File: config.mk
export PLATFORM = sky130hd
export DESIGN_NAME = alu_multicycle_flat
export DESIGN_NICKNAME = d
export VERILOG_FILES = /design/src/rtl/alu_pkg.sv /design/src/rtl/alu_multicycle_if.sv /design/src/rtl/mul_shift_add.sv /design/src/rtl/alu_multicycle.sv /design/src/flat_wrapper.sv
export SDC_FILE = /design/constraint.sdc
export NUM_CORES = 1
export LEC_CHECK = 0
export ABC_AREA = 1
export ABC_CLOCK_PERIOD_IN_PS = 9500
export BUFFER_PORTS_ARGS = -buffer_cell sky130_fd_sc_hd__buf_2
export CAP_MARGIN = 20
export CORE_ASPECT_RATIO = 1.2
export CORE_MARGIN = 4
export CORE_UTILIZATION = 55
export CTS_CLUSTER_SIZE = 16
export DETAILED_ROUTE_END_ITERATION = 16
export GPL_TIMING_DRIVEN = 1
export PLACE_DENSITY = 0.85
export SYNTH_ARGS = -nofsm -noshare
export SYNTH_HDL_FRONTEND = slang
export SYNTH_HIERARCHICAL = 1
export SYNTH_SLANG_ARGS = --single-unit
File: constraint.sdc
create_clock -name clk_i -period 9.5 [get_ports clk_i]
set_input_delay 1.9 -clock clk_i [delete_from_list [all_inputs] [get_ports clk_i]]
set_output_delay 1.9 -clock clk_i [all_outputs]
set_load 0.01 [all_outputs]
File: src/rtl/alu_pkg.sv
// Shared definitions for the execute-stage ALU.
//   ALU_* : 3-bit control codes, shared with the ALU control decoder.
//   state_e : FSM encoding for alu_multicycle (IDLE / MUL).
//   is_single_cycle : true for codes that finish in one cycle.
package alu_pkg;

  localparam logic [2:0] ALU_AND = 3'b000;
  localparam logic [2:0] ALU_OR  = 3'b001;
  localparam logic [2:0] ALU_ADD = 3'b010;
  localparam logic [2:0] ALU_MUL = 3'b011;
  localparam logic [2:0] ALU_SUB = 3'b110;

  typedef enum logic {
    IDLE = 1'b0,
    MUL  = 1'b1
  } state_e;

  function automatic logic is_single_cycle(input logic [2:0] code);
    return (code == ALU_AND) || (code == ALU_OR) ||
           (code == ALU_ADD) || (code == ALU_SUB);
  endfunction

endpackage

File: src/rtl/alu_multicycle_if.sv
// Request/response bundle between the pipeline and the execute ALU.
//   master : pipeline side (drives request, observes result/status).
//   slave  : ALU side.
//   start_i, flush_i, ALUCtrl_i, data1_i, data2_i : request
//   data_o, zero_o, done_o, illegal_o, busy_o      : result and status
interface alu_multicycle_if #(
  parameter int WIDTH = 32
);

  logic             start_i;
  logic             flush_i;
  logic [2:0]       ALUCtrl_i;
  logic [WIDTH-1:0] data1_i;
  logic [WIDTH-1:0] data2_i;
  logic [WIDTH-1:0] data_o;
  logic             zero_o;
  logic             done_o;
  logic             illegal_o;
  logic             busy_o;

  modport master (
    output start_i, flush_i, ALUCtrl_i, data1_i, data2_i,
    input  data_o, zero_o, done_o, illegal_o, busy_o
  );

  modport slave (
    input  start_i, flush_i, ALUCtrl_i, data1_i, data2_i,
    output data_o, zero_o, done_o, illegal_o, busy_o
  );

endinterface

File: src/rtl/mul_shift_add.sv
// Iterative shift-add multiplier datapath, one partial product per step.
//   clk_i, rst_i : clock, async active-high reset
//   load         : capture operands, clear accumulator and counter
//   step         : perform one iteration
//   a, b         : multiplicand / multiplier (sampled on load only)
//   last         : the current step is the final (WIDTH-th) iteration
//   product      : accumulator value after the current step (low WIDTH bits)
// CNT_W must satisfy 2**CNT_W >= WIDTH.
module mul_shift_add #(
  parameter int WIDTH = 32,
  parameter int CNT_W = 5
) (
  input  logic             clk_i,
  input  logic             rst_i,
  input  logic             load,
  input  logic             step,
  input  logic [WIDTH-1:0] a,
  input  logic [WIDTH-1:0] b,
  output logic             last,
  output logic [WIDTH-1:0] product
);

  logic [WIDTH-1:0] mcand;
  logic [WIDTH-1:0] mplier;
  logic [WIDTH-1:0] acc;
  logic [CNT_W-1:0] cnt;
  logic [WIDTH-1:0] acc_sum;

  // Product is exposed as the post-step value so the final iteration's
  // partial product lands in the result register at the same edge.
  assign acc_sum = acc + (mplier[0] ? mcand : '0);
  assign product = acc_sum;
  assign last    = (cnt == CNT_W'(WIDTH - 1));

  // NOTE: sequential state uses non-blocking assignments so every register
  // samples pre-edge values regardless of statement order.
  always_ff @(posedge clk_i or posedge rst_i) begin
    if (rst_i) begin
      mcand  <= '0;
      mplier <= '0;
      acc    <= '0;
      cnt    <= '0;
    end else if (load) begin
      mcand  <= a;
      mplier <= b;
      acc    <= '0;
      cnt    <= '0;
    end else if (step) begin
      acc    <= acc_sum;
      mcand  <= mcand << 1;
      mplier <= mplier >> 1;
      cnt    <= cnt + CNT_W'(1);
    end
  end

endmodule

File: src/rtl/alu_multicycle.sv
// Execute-stage ALU: add/sub/and/or in one cycle, mul via iterative
// shift-add over WIDTH cycles with busy_o as a pipeline stall source.
//   clk_i : clock, rising edge
//   rst_i : asynchronous active-high reset
//   bus   : request/response bundle (slave side), see alu_multicycle_if
// Results are registered; done_o/illegal_o are one-cycle pulses and
// data_o/zero_o hold until the next completion.
module alu_multicycle
  import alu_pkg::*;
#(
  parameter int WIDTH = 32,
  parameter int CNT_W = 5
) (
  input logic               clk_i,
  input logic               rst_i,
  alu_multicycle_if.slave   bus
);

  state_e           state, state_n;
  logic             mul_load, mul_step, mul_last;
  logic [WIDTH-1:0] mul_product;
  logic [WIDTH-1:0] alu_result;
  logic             res_we;
  logic [WIDTH-1:0] res_n;
  logic             done_n, illegal_n;

  mul_shift_add #(
    .WIDTH (WIDTH),
    .CNT_W (CNT_W)
  ) u_mul (
    .clk_i   (clk_i),
    .rst_i   (rst_i),
    .load    (mul_load),
    .step    (mul_step),
    .a       (bus.data1_i),
    .b       (bus.data2_i),
    .last    (mul_last),
    .product (mul_product)
  );

  // NOTE: every signal written in an always_comb gets a default first so
  // no path leaves it unassigned and no latch is inferred.
  always_comb begin
    alu_result = '0;
    unique case (bus.ALUCtrl_i)
      ALU_ADD: alu_result = bus.data1_i + bus.data2_i;
      ALU_SUB: alu_result = bus.data1_i - bus.data2_i;
      ALU_AND: alu_result = bus.data1_i & bus.data2_i;
      ALU_OR:  alu_result = bus.data1_i | bus.data2_i;
      default: alu_result = '0;
    endcase
  end

  always_comb begin
    state_n   = state;
    mul_load  = 1'b0;
    mul_step  = 1'b0;
    res_we    = 1'b0;
    res_n     = '0;
    done_n    = 1'b0;
    illegal_n = 1'b0;
    unique case (state)
      IDLE: begin
        // A flush coinciding with start cancels the request outright.
        if (bus.start_i && !bus.flush_i) begin
          if (bus.ALUCtrl_i == ALU_MUL) begin
            mul_load = 1'b1;
            state_n  = MUL;
          end else if (is_single_cycle(bus.ALUCtrl_i)) begin
            res_we = 1'b1;
            res_n  = alu_result;
            done_n = 1'b1;
          end else begin
            res_we    = 1'b1;
            res_n     = '0;
            done_n    = 1'b1;
            illegal_n = 1'b1;
          end
        end
      end
      MUL: begin
        // Flush wins over completion: an aborted multiply never reports.
        if (bus.flush_i) begin
          state_n = IDLE;
        end else begin
          mul_step = 1'b1;
          if (mul_last) begin
            res_we  = 1'b1;
            res_n   = mul_product;
            done_n  = 1'b1;
            state_n = IDLE;
          end
        end
      end
      default: state_n = IDLE;
    endcase
  end

  always_ff @(posedge clk_i or posedge rst_i) begin
    if (rst_i) begin
      state         <= IDLE;
      bus.data_o    <= '0;
      bus.zero_o    <= 1'b1;
      bus.done_o    <= 1'b0;
      bus.illegal_o <= 1'b0;
    end else begin
      state         <= state_n;
      bus.done_o    <= done_n;
      bus.illegal_o <= illegal_n;
      if (res_we) begin
        bus.data_o <= res_n;
        bus.zero_o <= (res_n == '0);
      end
    end
  end

  assign bus.busy_o = (state == MUL);

endmodule
File: src/flat_wrapper.sv
// flat-port wrapper written by rule: the top's interface ports become plain ports
module alu_multicycle_flat import alu_pkg::*;
#(
  parameter int WIDTH = 32,
  parameter int CNT_W = 5
)
  (clk_i, rst_i, bus_start_i, bus_flush_i, bus_ALUCtrl_i, bus_data1_i, bus_data2_i, bus_data_o, bus_zero_o, bus_done_o, bus_illegal_o, bus_busy_o);
  alu_multicycle_if #(.WIDTH(WIDTH)) bus_i ();
  input logic clk_i;
  input logic rst_i;
  input wire logic [$bits(bus_i.start_i)-1:0] bus_start_i;
  input wire logic [$bits(bus_i.flush_i)-1:0] bus_flush_i;
  input wire logic [$bits(bus_i.ALUCtrl_i)-1:0] bus_ALUCtrl_i;
  input wire logic [$bits(bus_i.data1_i)-1:0] bus_data1_i;
  input wire logic [$bits(bus_i.data2_i)-1:0] bus_data2_i;
  output wire logic [$bits(bus_i.data_o)-1:0] bus_data_o;
  output wire logic [$bits(bus_i.zero_o)-1:0] bus_zero_o;
  output wire logic [$bits(bus_i.done_o)-1:0] bus_done_o;
  output wire logic [$bits(bus_i.illegal_o)-1:0] bus_illegal_o;
  output wire logic [$bits(bus_i.busy_o)-1:0] bus_busy_o;
  assign bus_i.start_i = bus_start_i;
  assign bus_i.flush_i = bus_flush_i;
  assign bus_i.ALUCtrl_i = bus_ALUCtrl_i;
  assign bus_i.data1_i = bus_data1_i;
  assign bus_i.data2_i = bus_data2_i;
  assign bus_data_o = bus_i.data_o;
  assign bus_zero_o = bus_i.zero_o;
  assign bus_done_o = bus_i.done_o;
  assign bus_illegal_o = bus_i.illegal_o;
  assign bus_busy_o = bus_i.busy_o;
  alu_multicycle #(.WIDTH(WIDTH), .CNT_W(CNT_W)) u_core (.clk_i(clk_i), .rst_i(rst_i), .bus(bus_i));
endmodule
==> impl_results.md, run 1 <==
* Number of cell rows at 60
* Final Non-Filler Cells at 2524
* Setup TNS at 0 ns
* WP buf/inv at 2
* Total global-route track usage at 32.9%
* CP Launch Type: input pin
* Final period utilization at 68.7%
* Crit path from: bus_ALUCtrl_i[0]
* Final hold violation count at 0
* Top cell type's share of synthesized area at 26.7%
* Mapped cell area at 12700 um^2
* Placed cell count at 2491
* Area taken by multi-input logic gates at 7730 um^2
* Slowest CP cell: nor2_4
* Vias in the first global route at 12943
* Pleak at 8.66 nW
* Fillers at 2201
* Iteration count of the initial detailed-routing pass at 6
* Initial antenna violation count at 0
* Hold_ws at 0.474 ns
* CP endpoint kind: flip-flop
* Pin count of the biggest net entering global routing at 68
* Synthesis Warnings at 6
* Cts hold-fix bufs at 0
* Data required, critical path at 9.87 ns
* Asr flop ratio synth at 100%
* Clk_lat worst skew at 0.43 ns
* Pins Over Slew Limit at 0
* Port buffer count at 106
* Seq/Total Area, Yosys at 26.9%
* CTS clk-pin slew, worst paths at 0.07 ns
* Count leader, synth: nand2_1
* Placer congestion estimate at 0.997
* Core area at 22600 um^2
* Top cells by area, synth: dfrtp_1, nand2_1, inv_1
* Grt ovf at 0
* Worst-Margin Slew at 0.950 ns
* Final wirelength at 42600 um
* Reg2reg start: u_core/bus.busy_o
* Die area at 25700 um^2
* Final min period at 6.52 ns
* Post-synth top flop: dfrtp_1
* CP dominant cell by count: nand2_1
* Number of synthesized flops with an enable pin at 0
* Hold Path Origin: u_core/u_mul/mplier[4]
* Clock root cell: clkbuf_16
* Storage cell area at 3430 um^2
* Post-layout nets at 2341
* Fmax at 153 MHz
* Die Span X at 147 um
* Global-route wire length before repair at 67300 um
* Synth cell types at 50
* # diodes at 0
* Detail Placement HPWL at 33400 um
* Power Density at 163 nW/um^2
* Max Cap Viol at 0
* Clock sinks at 137
* Setup Viol. Count Final at 0
* Starting Density at 56.3%
* Via density at 5.48
* Commonest cells in the netlist: nand2_1, inv_1, nand3_1
* Clock skew at 0.0114 ns
* Syn_area_per_cell at 6.01 um^2
* Delay-heaviest family, CP: simple AND/OR/NAND/NOR gates
* Post-CTS setup buffers at 0
* Peak supply drop at 0.127 mV
* DR iter-0 viols at 1422
* Crit path kind: in -> reg
* # DRC at 0
* Syn nets at 2257
* Critical Path AT at 6.89 ns
* Area leader, netlist: dfrtp_1
* Layout area overhead at 11.1%
* Post_cts resized at 0
* Max-slew headroom at 36.6%
* Share of cells above drive strength 1 at 9.30%
* Post-DRT Antenna Nets at 0
* Per-cell routed wire length at 16.9 um
* Clock buffer depth at 2
* Die height at 175 um
* Clock buffer count from CTS at 17
* Synth Register Bits at 137
* Via Count at 13822
* Top-Level Pins at 107
* H-tree depth at 4
* Crit Path Max Fanout at 33
* RSZ-0062 raised after global routing: no
* Run status: complete, no violations
* TritonCTS clock tree: done
* Max incr delay on CP at 0.73 ns
* Post-Syn Instances at 2117
* HP Class: reg -> reg
-- cell families after synthesis --
group,share of synthesized area [%]
XOR/XNOR,3.33
flip-flops,26.9
adder cells (fa/ha/maj),6.90
buffers and inverters,12.6
AO/OA/AOI/OAI,10.2
AND/OR/NAND/NOR,40.0
-- layer usage --
layer,routed length [um],vias to the layer above,GRT usage (%)
met3,2710,123,2.39
li1,-,6728,-
met1,17400,6369,42.8
met2,20700,602,56.2
met4,1900,0,14.7
met5,0,-,0
-- layout make-up --
cell class,count,share of cell area (%)
Multi-Input combinational cell,1561,54.7
Clock inverter,15,1.08
Tap cell,310,2.74
Inverter,367,9.76
Clock buffer,17,3.01
Sequential cell,137,24.3
Timing Repair Buffer,117,4.48
-- power breakdown --
group,leakage (nW),internal [mW],switching [mW]
sequential,1.80,0.720,0.0969
clock,0.278,0.371,0.304
combinational,6.58,0.292,0.522
total,8.66,1.38,0.923
-- metrics by stage --
stage	utilization, %	power [mW]	area [um^2]	setup WS, ns
after floorplan	-	1.36	12700	4.66
after global placement	59.9	1.59	13500	2.68
after detailed placement	59.9	1.61	13500	2.65
after CTS	62.5	2.29	14100	3.08
after global routing	62.6	2.45	14100	2.68
final	62.6	2.31	14100	2.98
-- sequential cells by signal, summed over array words and instances, names as in the netlist --
signal                flops
u_core/bus.data_o        32
u_core/bus.zero_o         1
u_core/u_mul/acc         32
u_core/bus.illegal_o      1
u_core/u_mul/cnt          5
u_core/bus.busy_o         1
u_core/u_mul/mplier      32
u_core/bus.done_o         1
u_core/u_mul/mcand       32
-- worst paths after layout --
check                                    endpoint  slack (ns)  cells past startpoint
max                             u_core/bus.zero_o        2.98                     25
max in group asynchronous     u_core/u_mul/cnt[2]        6.77                      3
max reg2reg                 u_core/u_mul/mcand[5]        5.92                      8
min in group asynchronous    u_core/u_mul/acc[30]        1.56                      2
min                        u_core/u_mul/mplier[3]        0.47                      2
min reg2reg                u_core/u_mul/mplier[3]        0.47                      2
-- cell usage in the layout (no fill, tap or decap), types with 3 or more instances in the layout --
cell type / count
dfrtp_1: 136
nor3_2: 4
a22oi_1: 39
o21ai_0: 57
o21bai_1: 8
nor2_2: 8
inv_6: 7
nand2_1: 870
o211ai_1: 12
nand3_1: 152
buf_2: 106
nor2_4: 4
clkinv_1: 3
nand2_2: 12
a22o_1: 6
a21boi_1: 5
nand4_1: 9
clkbuf_16: 17
xor2_1: 25
nand3_2: 3
xor2_2: 4
nand3b_1: 11
o21ai_1: 4
and2_1: 18
inv_2: 11
nor3_1: 11
xnor2_1: 16
ha_1: 67
inv_1: 352
nor2_1: 134
a21oi_1: 48
clkinvlp_4: 3
buf_4: 10
o221ai_1: 12
inv_8: 3
-- worst reg2reg max path, cell delays in order, from the launching register on --
cell	delay, ns
dfrtp_1	0.35
clkinv_1	0.12
nand3_1	0.24
nor2_4	0.06
buf_4	0.35
nor2_4	0.75
buf_4	0.65
inv_1	0.57
o221ai_1	0.38
Note: power is estimated with default switching activity, not from simulation.
==> run 2, diff against run 1 <==
ABC_CLOCK_PERIOD_IN_PS = 6200   (was 9500)
clock period = 6.2 ns   (was 9.5 ns; I/O delays follow)
==> impl_results.md, run 2 (synthesized netlist as in run 1, its figures left out) <==
* DR iter-0 viols at 1482 (+4.2%)
* HP Class: reg -> reg
* Int Pwr at 2.20 mW (+59%)
* Pre-CTS WS at 1.09 ns (-1.55 ns)
* Clock sinks at 137 (unchanged)
* Final core occ at 62.9% (+0.30 points)
* Max Cap Viol at 0 (unchanged)
* FF-to-FF path depth at 19 (+11)
* Number of cell rows at 60 (unchanged)
* Die height at 175 um (unchanged)
* Die area at 25700 um^2 (unchanged)
* Logic pwr share at 34.8% (-0.5 points)
* Die Span X at 147 um (unchanged)
* # diodes at 0 (unchanged)
* CP dominant cell by count: nand2_1
* Crit Path Max Fanout at 5 (-85%)
* Max-slew headroom at 39.4% (+2.8 points)
* Most common cell after layout, fill and taps aside: nand2_1
* Pins Over Slew Limit at 0 (unchanged)
* CTS clk-pin slew, worst paths at 0.07 ns (about the same)
* R2R Setup Slk at 2.80 ns (-3.12 ns)
* Final Non-Filler Cells at 2527 (+0.12%)
* Max incr delay on CP at 0.38 ns (-0.35 ns)
* CP Launch Type: input pin
* Commonest non-fill, non-tap cells in the layout: nand2_1, inv_1, nand3_1
* Cts hold-fix bufs at 0 (unchanged)
* Switch Pwr at 1.41 mW (+53%)
* Sw Ratio at 39.0% (-1.0 points)
* Run status: complete, no violations
* Worst-Margin Slew at 0.909 ns (-0.0414 ns)
* Critical Path AT at 5.15 ns (-1.74 ns)
* Post-layout nets at 2344 (+0.13%)
* Layout area overhead at 11.6%
* Global-route wire length before repair at 66600 um (-0.99%)
* Final min period at 4.77 ns
* H-tree depth at 4 (unchanged)
* Reg2reg start: u_core/u_mul/mplier[0]
* Post_cts resized at 0 (unchanged)
* Peak supply drop at 0.197 mV (+54%)
* Core area at 22600 um^2 (unchanged)
* RSZ-0062 raised after global routing: no
* Pleak at 8.71 nW (+0.56%)
* Post-CTS setup buffers at 0 (unchanged)
* Clock root cell: clkbuf_16
* Clock share of power at 30.7% (+1.4 points)
* Share of cells above drive strength 1 at 9.43% (+0.12 points)
* Hold Path Origin: u_core/u_mul/mplier[20]
* Top-Level Pins at 107 (unchanged)
* End of the critical path: u_core/bus.zero_o
* Clock buffer depth at 2 (unchanged)
* Via Count at 13762 (-0.43%)
* CP endpoint kind: flip-flop
* Hold_ws at 0.475 ns (+0.000863 ns)
* Iteration count of the initial detailed-routing pass at 7 (+1)
* Seq pwr share at 34.4% (-1.0 points)
* Clk_lat worst skew at 0.43 ns (about the same)
* Setup Viol. Count Final at 0 (unchanged)
* # DRC at 0 (unchanged)
* Vias in the first global route at 13105 (+1.3%)
* Crit path kind: in -> reg
* Per-cell routed wire length at 16.7 um (-1.2%)
* Grt ovf at 0 (unchanged)
* Fillers at 2138 (-2.9%)
* TritonCTS clock tree: done
* Via density at 5.45 (-0.55%)
* Final hold violation count at 0 (unchanged)
* Reg2reg end: u_core/bus.zero_o
* Pin count of the biggest net entering global routing at 67 (-1.5%)
* Tot Pwr at 3.61 mW (+57%)
* Setup ws final at 1.43 ns (-1.54 ns)
* Post-route design area at 14200 um^2 (+0.49%)
* Setup TNS at 0 ns (unchanged)
* Total global-route track usage at 32.4% (-0.46 points)
* Placed cell count at 2494 (+0.12%)
* Post-DRT Antenna Nets at 0 (unchanged)
* Detail Placement HPWL at 32700 um (-1.9%)
* Initial antenna violation count at 0 (unchanged)
* Placer congestion estimate at 1.00 (+0.77%)
* Clock skew at 0.00932 ns (-0.00206 ns)
* Power Density at 254 nW/um^2 (+56%)
* Slowest CP cell: ha_1
* Final period utilization at 76.9%
* Final wirelength at 42200 um (-1.1%)
* Fmax at 210 MHz
* Starting Density at 56.3% (unchanged)
* Area post-placement at 13600 um^2 (+0.13%)
* Data required, critical path at 6.58 ns (-3.29 ns)
* Port buffer count at 106 (unchanged)
* Crit path from: bus_data2_i[0]
* Clock buffer count from CTS at 17 (unchanged)
-- run 2: cell types whose count changed in the layout (fill, tap and decap cells not counted), moves of 2 or more --
cell | before | now
clkinv_4 | 0 | 3
inv_8 | 3 | 5
inv_6 | 7 | 3
buf_4 | 10 | 13
clkinvlp_4 | 3 | 0
bufinv_16 | 1 | 3
-- run 2: final cells by class --
cell class	instances	area, um^2	area share (%)
clock buffer	17	425	2.99
inverter	367	1380	9.71
timing repair buffer	120	656	4.61
tap	310	388	2.73
multi-input combinational	1561	7730	54.4
clock inverter	15	204	1.44
sequential	137	3430	24.1
-- run 2: worst min path at each step --
| stage | endpoint | slack, ns | cells after the start |
|---|---|---|---|
| detailed placement | u_core/bus.data_o[21] | 0.46 | 2 |
| global placement | u_core/u_mul/mplier[3] | 0.46 | 2 |
| global route | u_core/u_mul/mplier[3] | 0.50 | 2 |
| CTS | u_core/bus.data_o[1] | 0.48 | 2 |
| finish | u_core/u_mul/mplier[19] | 0.48 | 2 |
| floorplan | u_core/u_mul/mplier[10] | 0.45 | 2 |
-- run 2: metal layers --
metal	vias to the layer above	GRT usage [%]	routed length, um
met5	-	0	0
li1	6743	-	-
met3	123	3.37	2710
met2	561	55.4	20200
met4	0	16.0	2120
met1	6335	40.9	17200
-- run 2: power groups by stage --
stage | Combinational [mW] | Clock [mW] | Sequential, mW
2_1_floorplan | 0.860 | 0 | 1.22
3_3_place_gp | 1.17 | 0 | 1.26
3_5_place_dp | 1.19 | 0 | 1.27
4_1_cts | 1.21 | 1.12 | 1.26
5_1_grt | 1.40 | 1.16 | 1.27
6_report | 1.26 | 1.11 | 1.24
-- run 2: worst max-delay path: cells and delay by family --
kind                     cells  cell delay, ns
AND/OR/NAND/NOR             24            2.67
adder cells (fa/ha/maj)      2            0.54
buffers and inverters        3            0.27
AO/OA/AOI/OAI                2            0.25
XOR/XNOR                     1            0.14
